$ cat config.mk
export PLATFORM = sky130hd
export DESIGN_NAME = rx78_cart_loader
export DESIGN_NICKNAME = d
export VERILOG_FILES = /design/src/rtl/rx78_cart_loader.sv
export SDC_FILE = /design/constraint.sdc
export NUM_CORES = 1
export LEC_CHECK = 0
export CORE_MARGIN = 1.5
export CORE_UTILIZATION = 54
export CTS_BUF_LIST = sky130_fd_sc_hd__clkbuf_8 sky130_fd_sc_hd__clkbuf_16
export DETAILED_ROUTE_END_ITERATION = 7
export PLACE_DENSITY = 0.87
export SYNTH_ARGS = -nofsm -noshare
export SYNTH_HDL_FRONTEND = slang
export SYNTH_SLANG_ARGS = --single-unit
$ cat constraint.sdc
create_clock -name clk -period 7 [get_ports clk]
set_input_delay 1.4 -clock clk [delete_from_list [all_inputs] [get_ports clk]]
set_output_delay 1.4 -clock clk [all_outputs]
set_load 0.02 [all_outputs]
$ cat src/rtl/rx78_cart_loader.sv
// Cartridge loader: copies the HPS cart download into 32K cart RAM, pads the tail with 0xFF
// and holds the CPU in reset. Define RX78_LOADER_VRAM_CLEAR_EN to also zero VRAM before release.
`timescale 1ns/1ps
module rx78_cart_loader (
  input  logic        clk,
  input  logic        reset_n,
  input  logic [7:0]  dl_index,
  input  logic        dl_active,
  input  logic        dl_wr,
  input  logic [24:0] dl_addr,
  input  logic [7:0]  dl_data,
  output logic        cart_we,
  output logic [14:0] cart_addr,
  output logic [7:0]  cart_data,
  output logic        vram_clr_we,
  output logic [12:0] vram_clr_addr,
  output logic        cpu_hold,
  output logic        busy,
  output logic        done,
  output logic        overflow,
  output logic [15:0] cart_len
);

  localparam logic [7:0]  CART_INDEX = 8'd1;
  localparam logic [15:0] CART_SIZE  = 16'h8000;
  localparam logic [14:0] PAD_LAST   = 15'h7FFF;
  localparam logic [3:0]  HOLD_LAST  = 4'd15;

  typedef enum logic [2:0] {IDLE, LOAD, PAD, CLEAR, RELEASE} state_t;

  state_t      state;
  logic [14:0] pad_addr;
  logic [3:0]  rel_cnt;
  logic        cart_start;
  logic        in_range;
  logic [15:0] byte_end;

  assign cart_start = dl_active && (dl_index == CART_INDEX);
  assign in_range   = (dl_addr[24:15] == '0);
  assign byte_end   = {1'b0, dl_addr[14:0]} + 16'd1;
  assign busy       = cpu_hold;

  function automatic state_t after_pad();
`ifdef RX78_LOADER_VRAM_CLEAR_EN
    return CLEAR;
`else
    return RELEASE;
`endif
  endfunction

`ifdef RX78_LOADER_VRAM_CLEAR_EN
  localparam logic [12:0] CLR_LAST = 13'h1FFF;
  logic [12:0] clr_cnt;
`else
  assign vram_clr_we   = 1'b0;
  assign vram_clr_addr = '0;
`endif

  always_ff @(posedge clk or negedge reset_n) begin
    if (!reset_n) begin
      state     <= IDLE;
      cpu_hold  <= 1'b0;
      done      <= 1'b0;
      overflow  <= 1'b0;
      cart_len  <= '0;
      cart_we   <= 1'b0;
      cart_addr <= '0;
      cart_data <= '0;
      pad_addr  <= '0;
      rel_cnt   <= '0;
`ifdef RX78_LOADER_VRAM_CLEAR_EN
      vram_clr_we   <= 1'b0;
      vram_clr_addr <= '0;
      clr_cnt       <= '0;
`endif
    end else begin
      cart_we <= 1'b0;
      done    <= 1'b0;
      if (state != RELEASE) rel_cnt <= '0;
`ifdef RX78_LOADER_VRAM_CLEAR_EN
      vram_clr_we <= 1'b0;
      if (state != CLEAR) clr_cnt <= '0;
`endif
      // A cart download starting anywhere outside LOAD restarts the whole sequence.
      if (cart_start && (state != LOAD)) begin
        state    <= LOAD;
        cpu_hold <= 1'b1;
        cart_len <= '0;
        overflow <= 1'b0;
      end else begin
        case (state)
          IDLE: ;
          LOAD: begin
            if (!dl_active) begin
              pad_addr <= cart_len[14:0];
              state    <= (cart_len == CART_SIZE) ? after_pad() : PAD;
            end else if (dl_wr && (dl_index == CART_INDEX)) begin
              if (in_range) begin
                cart_we   <= 1'b1;
                cart_addr <= dl_addr[14:0];
                cart_data <= dl_data;
                if (byte_end > cart_len) cart_len <= byte_end;
              end else begin
                overflow <= 1'b1;
              end
            end
          end
          PAD: begin
            cart_we   <= 1'b1;
            cart_addr <= pad_addr;
            cart_data <= 8'hFF;
            if (pad_addr == PAD_LAST) state <= after_pad();
            else pad_addr <= pad_addr + 15'd1;
          end
          CLEAR: begin
`ifdef RX78_LOADER_VRAM_CLEAR_EN
            vram_clr_we   <= 1'b1;
            vram_clr_addr <= clr_cnt;
            if (clr_cnt == CLR_LAST) state <= RELEASE;
            else clr_cnt <= clr_cnt + 13'd1;
`else
            state <= RELEASE;
`endif
          end
          RELEASE: begin
            if (rel_cnt == HOLD_LAST) begin
              state    <= IDLE;
              cpu_hold <= 1'b0;
              done     <= 1'b1;
            end else begin
              rel_cnt <= rel_cnt + 4'd1;
            end
          end
          default: state <= IDLE;
        endcase
      end
    end
  end

endmodule

==> impl_metrics.xml, run 1 <==
<?xml version="1.0" encoding="UTF-8"?>
<metrics>
  <group name="drt">
    <metric name="remaining_drc_errors" unit="">0</metric>
    <metric name="met3_length" unit="µm">925</metric>
    <metric name="highest-signal-layer" unit="">met4</metric>
    <metric name="routed_via_density" unit="">6.03</metric>
    <metric name="via_count" unit="">3825</metric>
    <metric name="wl_per_cell" unit="µm">17.3</metric>
    <metric name="drt-pass1-iter-count" unit="">5</metric>
    <metric name="wl" unit="µm">11000</metric>
    <metric name="met1Wirelength" unit="µm">4580</metric>
    <metric name="dr_wl_met2" unit="µm">5220</metric>
    <metric name="antenna_left" unit="">0</metric>
    <metric name="drt_first_iter_violations" unit="">260</metric>
  </group>
  <group name="timing">
    <metric name="clock.fmax" unit="MHz">206</metric>
    <metric name="worst_slack" unit="ns">2.13</metric>
    <metric name="setup_repair_after_global_routing_missed_its_margin" unit="">false</metric>
    <metric name="final.min_clock_period" unit="ns">4.87</metric>
    <metric name="slew-limit-headroom" unit="%">22.1</metric>
    <metric name="setup_tns" unit="ns">0</metric>
    <metric name="setup_violations" unit="">0</metric>
    <metric name="max_slew.worst_pin.slew" unit="ns">1.17</metric>
    <metric name="drv_slew" unit="">0</metric>
    <metric name="hold_slack" unit="ns">0.489</metric>
    <metric name="finalHoldViolCount" unit="">0</metric>
    <metric name="clock-skew-final" unit="ns">0.00904</metric>
    <metric name="timing.final.crit_share" unit="%">69.5</metric>
  </group>
  <group name="logic_synthesis">
    <metric name="synth_warnings" unit="">0</metric>
    <metric name="synth_enable_flop_cells" unit="">0</metric>
    <metric name="post-synth-top-area-cell" unit="">dfrtp_1</metric>
    <metric name="register_bit_count_reported_by_yosys" unit="">65</metric>
    <metric name="syn_area" unit="µm²">4080</metric>
    <metric name="postSynthAreaPerCell" unit="µm²">9.02</metric>
    <metric name="yosys.area.top_type_share" unit="%">39.9</metric>
    <metric name="synth-seq-area-share" unit="%">39.9</metric>
    <metric name="post_synth_num_cell_types" unit="">57</metric>
    <metric name="ys_top_cells_by_count" unit="">nand2_1 (76), dfrtp_1 (65), nor2_1 (38)</metric>
    <metric name="synth_most_common_cell" unit="">nand2_1</metric>
    <metric name="post_synth_inst_count" unit="">452</metric>
    <metric name="synth_area_leaders" unit="">dfrtp_1 (40%), nand2_1 (7.0%), ha_1 (5.8%)</metric>
    <metric name="ys.flop_type" unit="">dfrtp_1</metric>
    <metric name="synth_async_sr_flop_share" unit="%">100</metric>
  </group>
  <group name="worst_setup_path">
    <metric name="worst_setup_path_end_kind" unit="">flip-flop</metric>
    <metric name="worst-endpoint-arrival" unit="ns">5.13</metric>
    <metric name="cp-start-kind" unit="">input pin</metric>
    <metric name="criticalPathCategory" unit="">in -&gt; reg</metric>
    <metric name="cp_max_fo" unit="">16</metric>
    <metric name="required" unit="ns">7.27</metric>
  </group>
  <group name="pwr">
    <metric name="total_power" unit="mW">0.852</metric>
    <metric name="power_per_cell_area" unit="nW/µm²">166</metric>
    <metric name="irDropWorstVdd" unit="V">0.000131</metric>
    <metric name="p_leak" unit="nW">2.11</metric>
  </group>
  <group name="placement">
    <metric name="gp_routability_congestion" unit="">0.955</metric>
    <metric name="place.port_buffers" unit="">88</metric>
    <metric name="dp_hpwl" unit="µm">7920</metric>
    <metric name="placed_cell_area" unit="µm²">4940</metric>
    <metric name="dpl_worst_slack" unit="ns">1.86</metric>
    <metric name="dp_cells" unit="">620</metric>
  </group>
  <group name="clock_network">
    <metric name="clockRootBuffer" unit="">clkbuf_8</metric>
    <metric name="clock_insertion_delay_worst_skew" unit="ns">0.35</metric>
    <metric name="number_of_resized_instances_in_the_post_cts_repair_step" unit="">0</metric>
    <metric name="cts_buffers" unit="">9</metric>
    <metric name="htree_levels" unit="">3</metric>
    <metric name="postCtsSetupBuffers" unit="">0</metric>
    <metric name="cts_max_path_buffers" unit="">2</metric>
    <metric name="clock_sinks" unit="">65</metric>
    <metric name="clk_transition_reported_paths" unit="ns">0.07</metric>
    <metric name="cts-hold-fix-buffers" unit="">0</metric>
    <metric name="clock_tree_from_tritoncts" unit="">done</metric>
  </group>
  <group name="die">
    <metric name="die_height" unit="µm">89.9</metric>
    <metric name="initial_utilization" unit="%">55.9</metric>
    <metric name="area_of_the_core_region" unit="µm²">7290</metric>
    <metric name="die-width" unit="µm">89.9</metric>
    <metric name="die-area" unit="µm²">8080</metric>
    <metric name="design.portCount" unit="">103</metric>
    <metric name="row_count" unit="">31</metric>
  </group>
  <group name="layout">
    <metric name="multi_input_combinational_cell_area" unit="µm²">2210</metric>
    <metric name="nNetsFinal" unit="">596</metric>
    <metric name="syn2layout_area_growth" unit="%">25.7</metric>
    <metric name="layout.cells.non_filler" unit="">634</metric>
    <metric name="antenna_cells_inserted" unit="">0</metric>
    <metric name="area_used_by_sequential_logic_in_the_layout" unit="µm²">1630</metric>
    <metric name="post_route_cell_area" unit="µm²">5120</metric>
    <metric name="final.fill_count" unit="">609</metric>
    <metric name="finalCoreUtilization" unit="%">70.2</metric>
    <metric name="layout-drive-gt1-share" unit="%">5.98</metric>
  </group>
  <group name="global_route">
    <metric name="initial_antenna_violation_count" unit="">0</metric>
    <metric name="total_grt_overflow" unit="">0</metric>
    <metric name="groute.usage.overall" unit="%">28.0</metric>
    <metric name="wire_length_of_the_first_global_routing_pass" unit="µm">18000</metric>
    <metric name="grt_pass1_vias" unit="">3552</metric>
    <metric name="grt_start_max_net_pins" unit="">66</metric>
  </group>
  <group name="hold_path">
    <metric name="min-delay-path-class" unit="">reg -&gt; reg</metric>
  </group>
  <group name="run">
    <metric name="drv_cap" unit="">0</metric>
  </group>
  <group name="outcome">
    <metric name="status" unit="">finished, final reports clean</metric>
  </group>
</metrics>
## state kept, by name (all words and copies together) (netlist names)
register   count
cart_addr     15
rel_cnt        4
cart_len      16
cart_we        1
pad_addr      15
busy           1
state          3
cart_data      8
overflow       1
done           1
## power by group
group | switching [mW] | leakage [nW] | total [mW] | internal (mW)
registers | 0.0192 | 0.755 | 0.411 | 0.392
clock network | 0.144 | 0.0954 | 0.312 | 0.168
logic | 0.0700 | 1.26 | 0.129 | 0.0591
## placed cells by master, fill, tap and decap left out, types with 17 or more instances in the layout
| cell type | n |
|---|---|
| clkdlybuf4s50_1 | 87 |
| nand2_1 | 76 |
| dfrtp_1 | 65 |
| nor2_1 | 38 |
| inv_1 | 19 |
| a21oi_1 | 19 |
| ha_1 | 19 |
| nand3_1 | 17 |
| mux2i_1 | 17 |
| a31oi_1 | 17 |
## final cells by class
type / count / area share (%)
multi-input cells: 346 / 43.2
flip-flops and latches: 65 / 31.8
repair buffers: 92 / 17.7
clock buffers: 10 / 2.69
well taps: 99 / 2.42
inverters: 18 / 1.32
clock inverters: 4 / 0.904
## worst max-delay path, cell delays in order
cell and delay, ns:
clkdlybuf4s50_1 0.66, and4_1 0.27, nand3_1 0.10, nor4_1 0.36
xor2_1 0.17, ha_1 0.32, and4_1 0.21, nand4_1 0.18
nor3_1 0.49, nor3_2 0.12, nor2_4 0.55, mux2i_1 0.29
## routing by layer
metal  vias to the layer above  GRT usage [%]
li1                       1756              -
met3                        38           6.77
met2                       215           44.8
met5                         -              0
met4                         0           9.92
met1                      1816           37.3
## worst paths after layout
kind	start	slack, ns	end	cells past startpoint
setup reg to reg	cart_len[14]$_DFFE_PN0P_	4.23	cart_len[11]$_DFFE_PN0P_	8
hold reg to reg	cart_data[7]$_DFFE_PN0P_	0.49	cart_data[7]$_DFFE_PN0P_	1
hold / removal	cart_data[7]$_DFFE_PN0P_	0.49	cart_data[7]$_DFFE_PN0P_	1
max in group asynchronous	reset_n	5.23	cart_len[7]$_DFFE_PN0P_	2
setup / recovery	dl_addr[7]	2.13	cart_len[11]$_DFFE_PN0P_	12
min in group asynchronous	reset_n	1.24	pad_addr[5]$_DFFE_PN0P_	2
## cell families after synthesis
logic type,Yosys count,synth area share (%)
AND/OR/NAND/NOR,191,23.6
AO/OA/AOI/OAI,91,16.2
flip-flops,65,39.9
buffers and inverters,54,7.18
adder cells (fa/ha/maj),19,5.83
multiplexers,17,4.18
XOR/XNOR,14,3.01
other,1,0.0920
(Power assumes the default switching activity.)
==> run 2: changes to the inputs <==
Settings changed: CORE_UTILIZATION 54 to 45, PLACE_DENSITY 0.87 to 0.77.
Clock period 7 ns to 4.4 ns, I/O delays scaled along.
==> impl_metrics.xml, run 2 (synthesized netlist as in run 1, its figures left out) <==
<?xml version="1.0" encoding="UTF-8"?>
<metrics>
  <group name="clock_network">
    <metric name="clock_tree_from_tritoncts" unit="">done</metric>
    <metric name="clockRootBuffer" unit="">clkbuf_8</metric>
    <metric name="htree_levels" unit="">3</metric>
    <metric name="clock_sinks" unit="">65</metric>
    <metric name="cts-hold-fix-buffers" unit="">0</metric>
    <metric name="cts_buffers" unit="">9</metric>
    <metric name="clock_insertion_delay_worst_skew" unit="ns">0.35</metric>
    <metric name="number_of_resized_instances_in_the_post_cts_repair_step" unit="">0</metric>
    <metric name="postCtsSetupBuffers" unit="">0</metric>
    <metric name="clk_transition_reported_paths" unit="ns">0.07</metric>
    <metric name="cts_max_path_buffers" unit="">2</metric>
  </group>
  <group name="hold_path">
    <metric name="worstHoldPathCells" unit="">1</metric>
    <metric name="holdCritStartpoint" unit="">cart_data[1]$_DFFE_PN0P_</metric>
    <metric name="min-delay-path-class" unit="">reg -&gt; reg</metric>
  </group>
  <group name="timing">
    <metric name="max_slew.worst_pin.slew" unit="ns">1.06</metric>
    <metric name="final.min_clock_period" unit="ns">3.96</metric>
    <metric name="clock.fmax" unit="MHz">253</metric>
    <metric name="timing.final.crit_share" unit="%">90.0</metric>
    <metric name="worst_slack" unit="ns">0.440</metric>
    <metric name="setup_tns" unit="ns">0</metric>
    <metric name="setup_violations" unit="">0</metric>
    <metric name="drv_slew" unit="">0</metric>
    <metric name="slew-limit-headroom" unit="%">29.4</metric>
    <metric name="setup_repair_after_global_routing_missed_its_margin" unit="">false</metric>
    <metric name="finalHoldViolCount" unit="">0</metric>
    <metric name="clock-skew-final" unit="ns">0.00980</metric>
  </group>
  <group name="drt">
    <metric name="via_count" unit="">3833</metric>
    <metric name="wl" unit="µm">11200</metric>
    <metric name="wl_per_cell" unit="µm">17.2</metric>
    <metric name="routed_via_density" unit="">5.91</metric>
    <metric name="drt-pass1-iter-count" unit="">5</metric>
    <metric name="remaining_drc_errors" unit="">0</metric>
    <metric name="antenna_left" unit="">0</metric>
    <metric name="drt_first_iter_violations" unit="">207</metric>
  </group>
  <group name="layout">
    <metric name="antenna_cells_inserted" unit="">0</metric>
    <metric name="nNetsFinal" unit="">600</metric>
    <metric name="syn2layout_area_growth" unit="%">27.7</metric>
    <metric name="largestRegisters" unit="">cart_len x16, cart_addr x15, pad_addr x15</metric>
    <metric name="layout-drive-gt1-share" unit="%">6.84</metric>
    <metric name="most_frequent_standard_cell_in_the_layout_excluding_fill_and_tap_cells" unit="">clkdlybuf4s50_1</metric>
    <metric name="number_of_flip_flops_in_the_largest_register" unit="">16</metric>
    <metric name="largest-register" unit="">cart_len</metric>
    <metric name="layout.cells.most_common_list" unit="">clkdlybuf4s50_1 (87), nand2_1 (76), dfrtp_1 (65)</metric>
  </group>
  <group name="worst_setup_path">
    <metric name="r2r.worst_path.cells" unit="">6</metric>
    <metric name="path_delay_family" unit="">simple AND/OR/NAND/NOR gates</metric>
    <metric name="worst-endpoint-arrival" unit="ns">4.22</metric>
    <metric name="cp-start-kind" unit="">input pin</metric>
    <metric name="cp_max_fo" unit="">16</metric>
    <metric name="crit_slowest_cell" unit="">clkdlybuf4s50_1</metric>
    <metric name="worst_setup_path_startpoint" unit="">dl_addr[8]</metric>
    <metric name="path_common_cell" unit="">and4_1</metric>
    <metric name="criticalPathCategory" unit="">in -&gt; reg</metric>
    <metric name="cp.depth" unit="">13</metric>
    <metric name="crit_path_max_incr_delay" unit="ns">0.57</metric>
    <metric name="worst_r2r_startpoint" unit="">pad_addr[0]$_DFFE_PN0P_</metric>
    <metric name="path_buf_inv" unit="">2</metric>
    <metric name="worst_setup_path_end_kind" unit="">flip-flop</metric>
    <metric name="required" unit="ns">4.66</metric>
    <metric name="crit_chain" unit="">clkdlybuf4s50_1, and4_1, nand3_1, nor4_1, xor2_1, ha_1, and4_1, nand4_1, nor3_1, nor3_2, nor2_4, buf_12, mux2i_1</metric>
  </group>
  <group name="placement">
    <metric name="dpl_worst_slack" unit="ns">0.0947</metric>
    <metric name="dp_hpwl" unit="µm">8400</metric>
    <metric name="gp_routability_congestion" unit="">0.942</metric>
    <metric name="place.port_buffers" unit="">88</metric>
  </group>
  <group name="die">
    <metric name="design.portCount" unit="">103</metric>
    <metric name="die-area" unit="µm²">9640</metric>
    <metric name="initial_utilization" unit="%">46.5</metric>
    <metric name="area_of_the_core_region" unit="µm²">8760</metric>
    <metric name="die-width" unit="µm">98.2</metric>
    <metric name="row_count" unit="">34</metric>
    <metric name="die_height" unit="µm">98.2</metric>
  </group>
  <group name="pwr">
    <metric name="p_switching" unit="mW">0.384</metric>
    <metric name="p_comb_share" unit="%">14.6</metric>
    <metric name="p_leak" unit="nW">2.15</metric>
    <metric name="clkPwrFrac" unit="%">39.2</metric>
    <metric name="power.switching_fraction" unit="%">27.1</metric>
    <metric name="power_per_cell_area" unit="nW/µm²">272</metric>
    <metric name="internal_power" unit="mW">1.03</metric>
    <metric name="seq_power_share" unit="%">46.2</metric>
    <metric name="irDropWorstVdd" unit="V">0.000138</metric>
  </group>
  <group name="global_route">
    <metric name="grt_pass1_vias" unit="">3579</metric>
    <metric name="initial_antenna_violation_count" unit="">0</metric>
    <metric name="wire_length_of_the_first_global_routing_pass" unit="µm">18200</metric>
    <metric name="total_grt_overflow" unit="">0</metric>
    <metric name="grt_start_max_net_pins" unit="">48</metric>
    <metric name="groute.usage.overall" unit="%">23.8</metric>
  </group>
  <group name="outcome">
    <metric name="status" unit="">finished, final reports clean</metric>
  </group>
  <group name="run">
    <metric name="drv_cap" unit="">0</metric>
  </group>
</metrics>
[run 2: area by class of cell]
class,instances,area [µm²]
repair buffers,96,948
clock inverters,7,87.6
multi-input cells,346,2210
fillers,797,3560
flip-flops and latches,65,1630
well taps,108,135
inverters,18,67.6
clock buffers,9,124
[run 2: power by group through the flow]
stage          combinational [mW]  clock [mW]  sequential [mW]
3_3_place_gp                0.200           0            0.662
4_1_cts                     0.207       0.558            0.653
5_1_grt                     0.226       0.585            0.658
6_report                    0.206       0.555            0.654
3_5_place_dp                0.206           0            0.664
2_1_floorplan               0.101           0            0.667
[run 2: final timing paths]
path	end	slack, ns
max in group asynchronous	cart_len[8]$_DFFE_PN0P_	2.83
min in group asynchronous	cart_addr[6]$_DFFE_PN0P_	0.72
min reg2reg	cart_data[1]$_DFFE_PN0P_	0.49
min	cart_data[1]$_DFFE_PN0P_	0.49
max	cart_len[11]$_DFFE_PN0P_	0.44
max reg2reg	pad_addr[0]$_DFFE_PN0P_	1.88
[run 2: per-layer routing]
| layer | vias up | share of wire, % | track usage [%] | wire length (µm) |
|---|---|---|---|---|
| met5 | - | 0 | 0 | 0 |
| li1 | 1772 | - | - | - |
| met4 | 0 | 2.1 | 8.02 | 239 |
| met2 | 164 | 46 | 37.6 | 5200 |
| met1 | 1873 | 44 | 33.2 | 4950 |
| met3 | 24 | 7.0 | 4.37 | 787 |
[run 2: metrics by stage]
stage / area, µm² / hold WS [ns] / instances / power (mW) / util [%]
finish: 5200 / 0.487 / 649 / 1.42 / 59.4
global placement: 4990 / 0.471 / 633 / 0.863 / 57.0
CTS: 5200 / 0.492 / 649 / 1.42 / 59.4
floorplan: 4120 / 0.505 / 465 / 0.768 / -
global route: 5200 / 0.515 / 649 / 1.47 / 59.4
detailed placement: 4990 / 0.476 / 633 / 0.871 / 57.0
==> run 3: changes to the inputs <==
Settings changed: CORE_MARGIN 1.5 to 2.
==> impl_metrics.xml, run 3 (synthesized netlist as in run 1, its figures left out) <==
<?xml version="1.0" encoding="UTF-8"?>
<metrics>
  <group name="outcome">
    <metric name="status" unit="">finished, final reports clean</metric>
  </group>
  <group name="clock_network">
    <metric name="number_of_resized_instances_in_the_post_cts_repair_step" unit="">0</metric>
    <metric name="clockRootBuffer" unit="">clkbuf_8</metric>
    <metric name="cts_buffers" unit="">9</metric>
    <metric name="postCtsSetupBuffers" unit="">0</metric>
    <metric name="clock_insertion_delay_worst_skew" unit="ns">0.35</metric>
    <metric name="cts-hold-fix-buffers" unit="">0</metric>
    <metric name="htree_levels" unit="">3</metric>
    <metric name="clk_transition_reported_paths" unit="ns">0.07</metric>
    <metric name="cts_max_path_buffers" unit="">2</metric>
    <metric name="clock_tree_from_tritoncts" unit="">done</metric>
    <metric name="clock_sinks" unit="">65</metric>
  </group>
  <group name="timing">
    <metric name="clock-skew-final" unit="ns">0.00955</metric>
    <metric name="hold_slack" unit="ns">0.490</metric>
    <metric name="drv_slew" unit="">0</metric>
    <metric name="setup_repair_after_global_routing_missed_its_margin" unit="">false</metric>
    <metric name="slew-limit-headroom" unit="%">50.1</metric>
    <metric name="setup_tns" unit="ns">0</metric>
    <metric name="clock.fmax" unit="MHz">253</metric>
    <metric name="finalHoldViolCount" unit="">0</metric>
    <metric name="max_slew.worst_pin.slew" unit="ns">0.749</metric>
    <metric name="timing.final.crit_share" unit="%">89.7</metric>
    <metric name="setup_violations" unit="">0</metric>
    <metric name="worst_slack" unit="ns">0.453</metric>
    <metric name="final.min_clock_period" unit="ns">3.95</metric>
  </group>
  <group name="die">
    <metric name="die-width" unit="µm">99.2</metric>
    <metric name="row_count" unit="">34</metric>
    <metric name="die_height" unit="µm">99.2</metric>
    <metric name="die-area" unit="µm²">9830</metric>
    <metric name="design.portCount" unit="">103</metric>
    <metric name="area_of_the_core_region" unit="µm²">8760</metric>
    <metric name="initial_utilization" unit="%">46.5</metric>
  </group>
  <group name="placement">
    <metric name="dp_cells" unit="">633</metric>
    <metric name="place.port_buffers" unit="">88</metric>
    <metric name="dpl_worst_slack" unit="ns">0.142</metric>
    <metric name="placed_cell_area" unit="µm²">4990</metric>
    <metric name="dp_hpwl" unit="µm">8350</metric>
    <metric name="gp_routability_congestion" unit="">0.983</metric>
  </group>
  <group name="worst_setup_path">
    <metric name="worst_r2r_startpoint" unit="">cart_len[14]$_DFFE_PN0P_</metric>
    <metric name="cp-start-kind" unit="">input pin</metric>
    <metric name="crit_path_max_incr_delay" unit="ns">0.59</metric>
    <metric name="cp.depth" unit="">13</metric>
    <metric name="r2r.worst_path.cells" unit="">9</metric>
    <metric name="worst-endpoint-arrival" unit="ns">4.22</metric>
    <metric name="criticalPathCategory" unit="">in -&gt; reg</metric>
    <metric name="crit_slowest_cell" unit="">clkdlybuf4s50_1</metric>
    <metric name="r2r_slack" unit="ns">1.92</metric>
    <metric name="required" unit="ns">4.67</metric>
    <metric name="path_delay_family" unit="">simple AND/OR/NAND/NOR gates</metric>
    <metric name="crit_chain" unit="">clkdlybuf4s50_1, and4_1, nand3_1, nor4_1, xor2_1, ha_1, and4_1, nand4_1, nor3_1, nor3_2, nor2_4, buf_12, mux2i_1</metric>
    <metric name="path_common_cell" unit="">and4_1</metric>
    <metric name="worst_setup_path_end_kind" unit="">flip-flop</metric>
    <metric name="setup.worst_path.end" unit="">cart_len[2]$_DFFE_PN0P_</metric>
    <metric name="path_buf_inv" unit="">2</metric>
    <metric name="cp_max_fo" unit="">16</metric>
    <metric name="critical_path.reg2reg.endpoint" unit="">cart_len[2]$_DFFE_PN0P_</metric>
    <metric name="worst_setup_path_startpoint" unit="">dl_addr[7]</metric>
  </group>
  <group name="layout">
    <metric name="layout-drive-gt1-share" unit="%">6.67</metric>
    <metric name="most_frequent_standard_cell_in_the_layout_excluding_fill_and_tap_cells" unit="">clkdlybuf4s50_1</metric>
    <metric name="layout.cells.most_common_list" unit="">clkdlybuf4s50_1 (87), nand2_1 (76), dfrtp_1 (65)</metric>
    <metric name="largest-register" unit="">cart_len</metric>
    <metric name="syn2layout_area_growth" unit="%">26.8</metric>
    <metric name="area_used_by_sequential_logic_in_the_layout" unit="µm²">1630</metric>
    <metric name="layout.cells.non_filler" unit="">648</metric>
    <metric name="multi_input_combinational_cell_area" unit="µm²">2210</metric>
    <metric name="antenna_cells_inserted" unit="">0</metric>
    <metric name="nNetsFinal" unit="">600</metric>
    <metric name="finalCoreUtilization" unit="%">59.0</metric>
    <metric name="post_route_cell_area" unit="µm²">5170</metric>
    <metric name="number_of_flip_flops_in_the_largest_register" unit="">16</metric>
    <metric name="largestRegisters" unit="">cart_len x16, cart_addr x15, pad_addr x15</metric>
    <metric name="final.fill_count" unit="">782</metric>
  </group>
  <group name="global_route">
    <metric name="grt_pass1_vias" unit="">3494</metric>
    <metric name="grt_start_max_net_pins" unit="">40</metric>
    <metric name="initial_antenna_violation_count" unit="">0</metric>
    <metric name="groute.usage.overall" unit="%">22.9</metric>
    <metric name="wire_length_of_the_first_global_routing_pass" unit="µm">17900</metric>
    <metric name="total_grt_overflow" unit="">0</metric>
  </group>
  <group name="drt">
    <metric name="wl_per_cell" unit="µm">16.9</metric>
    <metric name="via_count" unit="">3736</metric>
    <metric name="antenna_left" unit="">0</metric>
    <metric name="remaining_drc_errors" unit="">0</metric>
    <metric name="wl" unit="µm">11000</metric>
    <metric name="drt_first_iter_violations" unit="">280</metric>
    <metric name="routed_via_density" unit="">5.77</metric>
    <metric name="drt-pass1-iter-count" unit="">5</metric>
  </group>
  <group name="pwr">
    <metric name="seq_power_share" unit="%">48.9</metric>
    <metric name="total_power" unit="mW">1.34</metric>
    <metric name="irDropWorstVdd" unit="V">0.000125</metric>
    <metric name="power.switching_fraction" unit="%">27.5</metric>
    <metric name="p_comb_share" unit="%">15.3</metric>
    <metric name="p_leak" unit="nW">2.14</metric>
    <metric name="power_per_cell_area" unit="nW/µm²">259</metric>
    <metric name="p_switching" unit="mW">0.367</metric>
    <metric name="internal_power" unit="mW">0.969</metric>
    <metric name="clkPwrFrac" unit="%">35.8</metric>
  </group>
  <group name="hold_path">
    <metric name="min-delay-path-class" unit="">reg -&gt; reg</metric>
    <metric name="worstHoldPathCells" unit="">1</metric>
  </group>
  <group name="run">
    <metric name="drv_cap" unit="">0</metric>
  </group>
</metrics>
==> run 3: changes by cell type in the layout (fill, tap and decap cells not counted) <==
cell and change:
clkinv_2 +2, clkinvlp_4 -2, bufinv_16 -1
==> run 3: layout make-up <==
type,count,share of cell area [%]
multi-input cells,346,42.8
flip-flops and latches,65,31.5
repair buffers,96,18.3
well taps,108,2.61
clock buffers,9,2.40
inverters,18,1.31
clock inverters,6,1.02
==> run 3: metal layers <==
layer  wire [µm]  GRT usage (%)  share of wire [%]  vias up
met3         858           4.92                7.8       17
li1            -              -                  -     1765
met4         151           3.90                1.4        0
met5           0              0                  0        -
met1        4870           32.5                 44     1792
met2        5090           36.9                 46      162
==> run 3: how the worst min path moves through the flow <==
stage	from	end	slack, ns
2_1_floorplan	rel_cnt[1]$_DFF_PN0_	rel_cnt[1]$_DFF_PN0_	0.50
3_3_place_gp	cart_data[1]$_DFFE_PN0P_	cart_data[1]$_DFFE_PN0P_	0.47
3_5_place_dp	cart_data[4]$_DFFE_PN0P_	cart_data[4]$_DFFE_PN0P_	0.48
4_1_cts	cart_data[4]$_DFFE_PN0P_	cart_data[4]$_DFFE_PN0P_	0.50
5_1_grt	cart_data[4]$_DFFE_PN0P_	cart_data[4]$_DFFE_PN0P_	0.51
6_report	cart_data[4]$_DFFE_PN0P_	cart_data[4]$_DFFE_PN0P_	0.49
==> run 3: power by group through the flow <==
stage	sequential [mW]	clock, mW	combinational [mW]
after floorplan	0.667	0	0.101
after global placement	0.662	0	0.200
after detailed placement	0.664	0	0.204
after CTS	0.652	0.488	0.205
after global routing	0.657	0.515	0.227
final	0.653	0.479	0.205
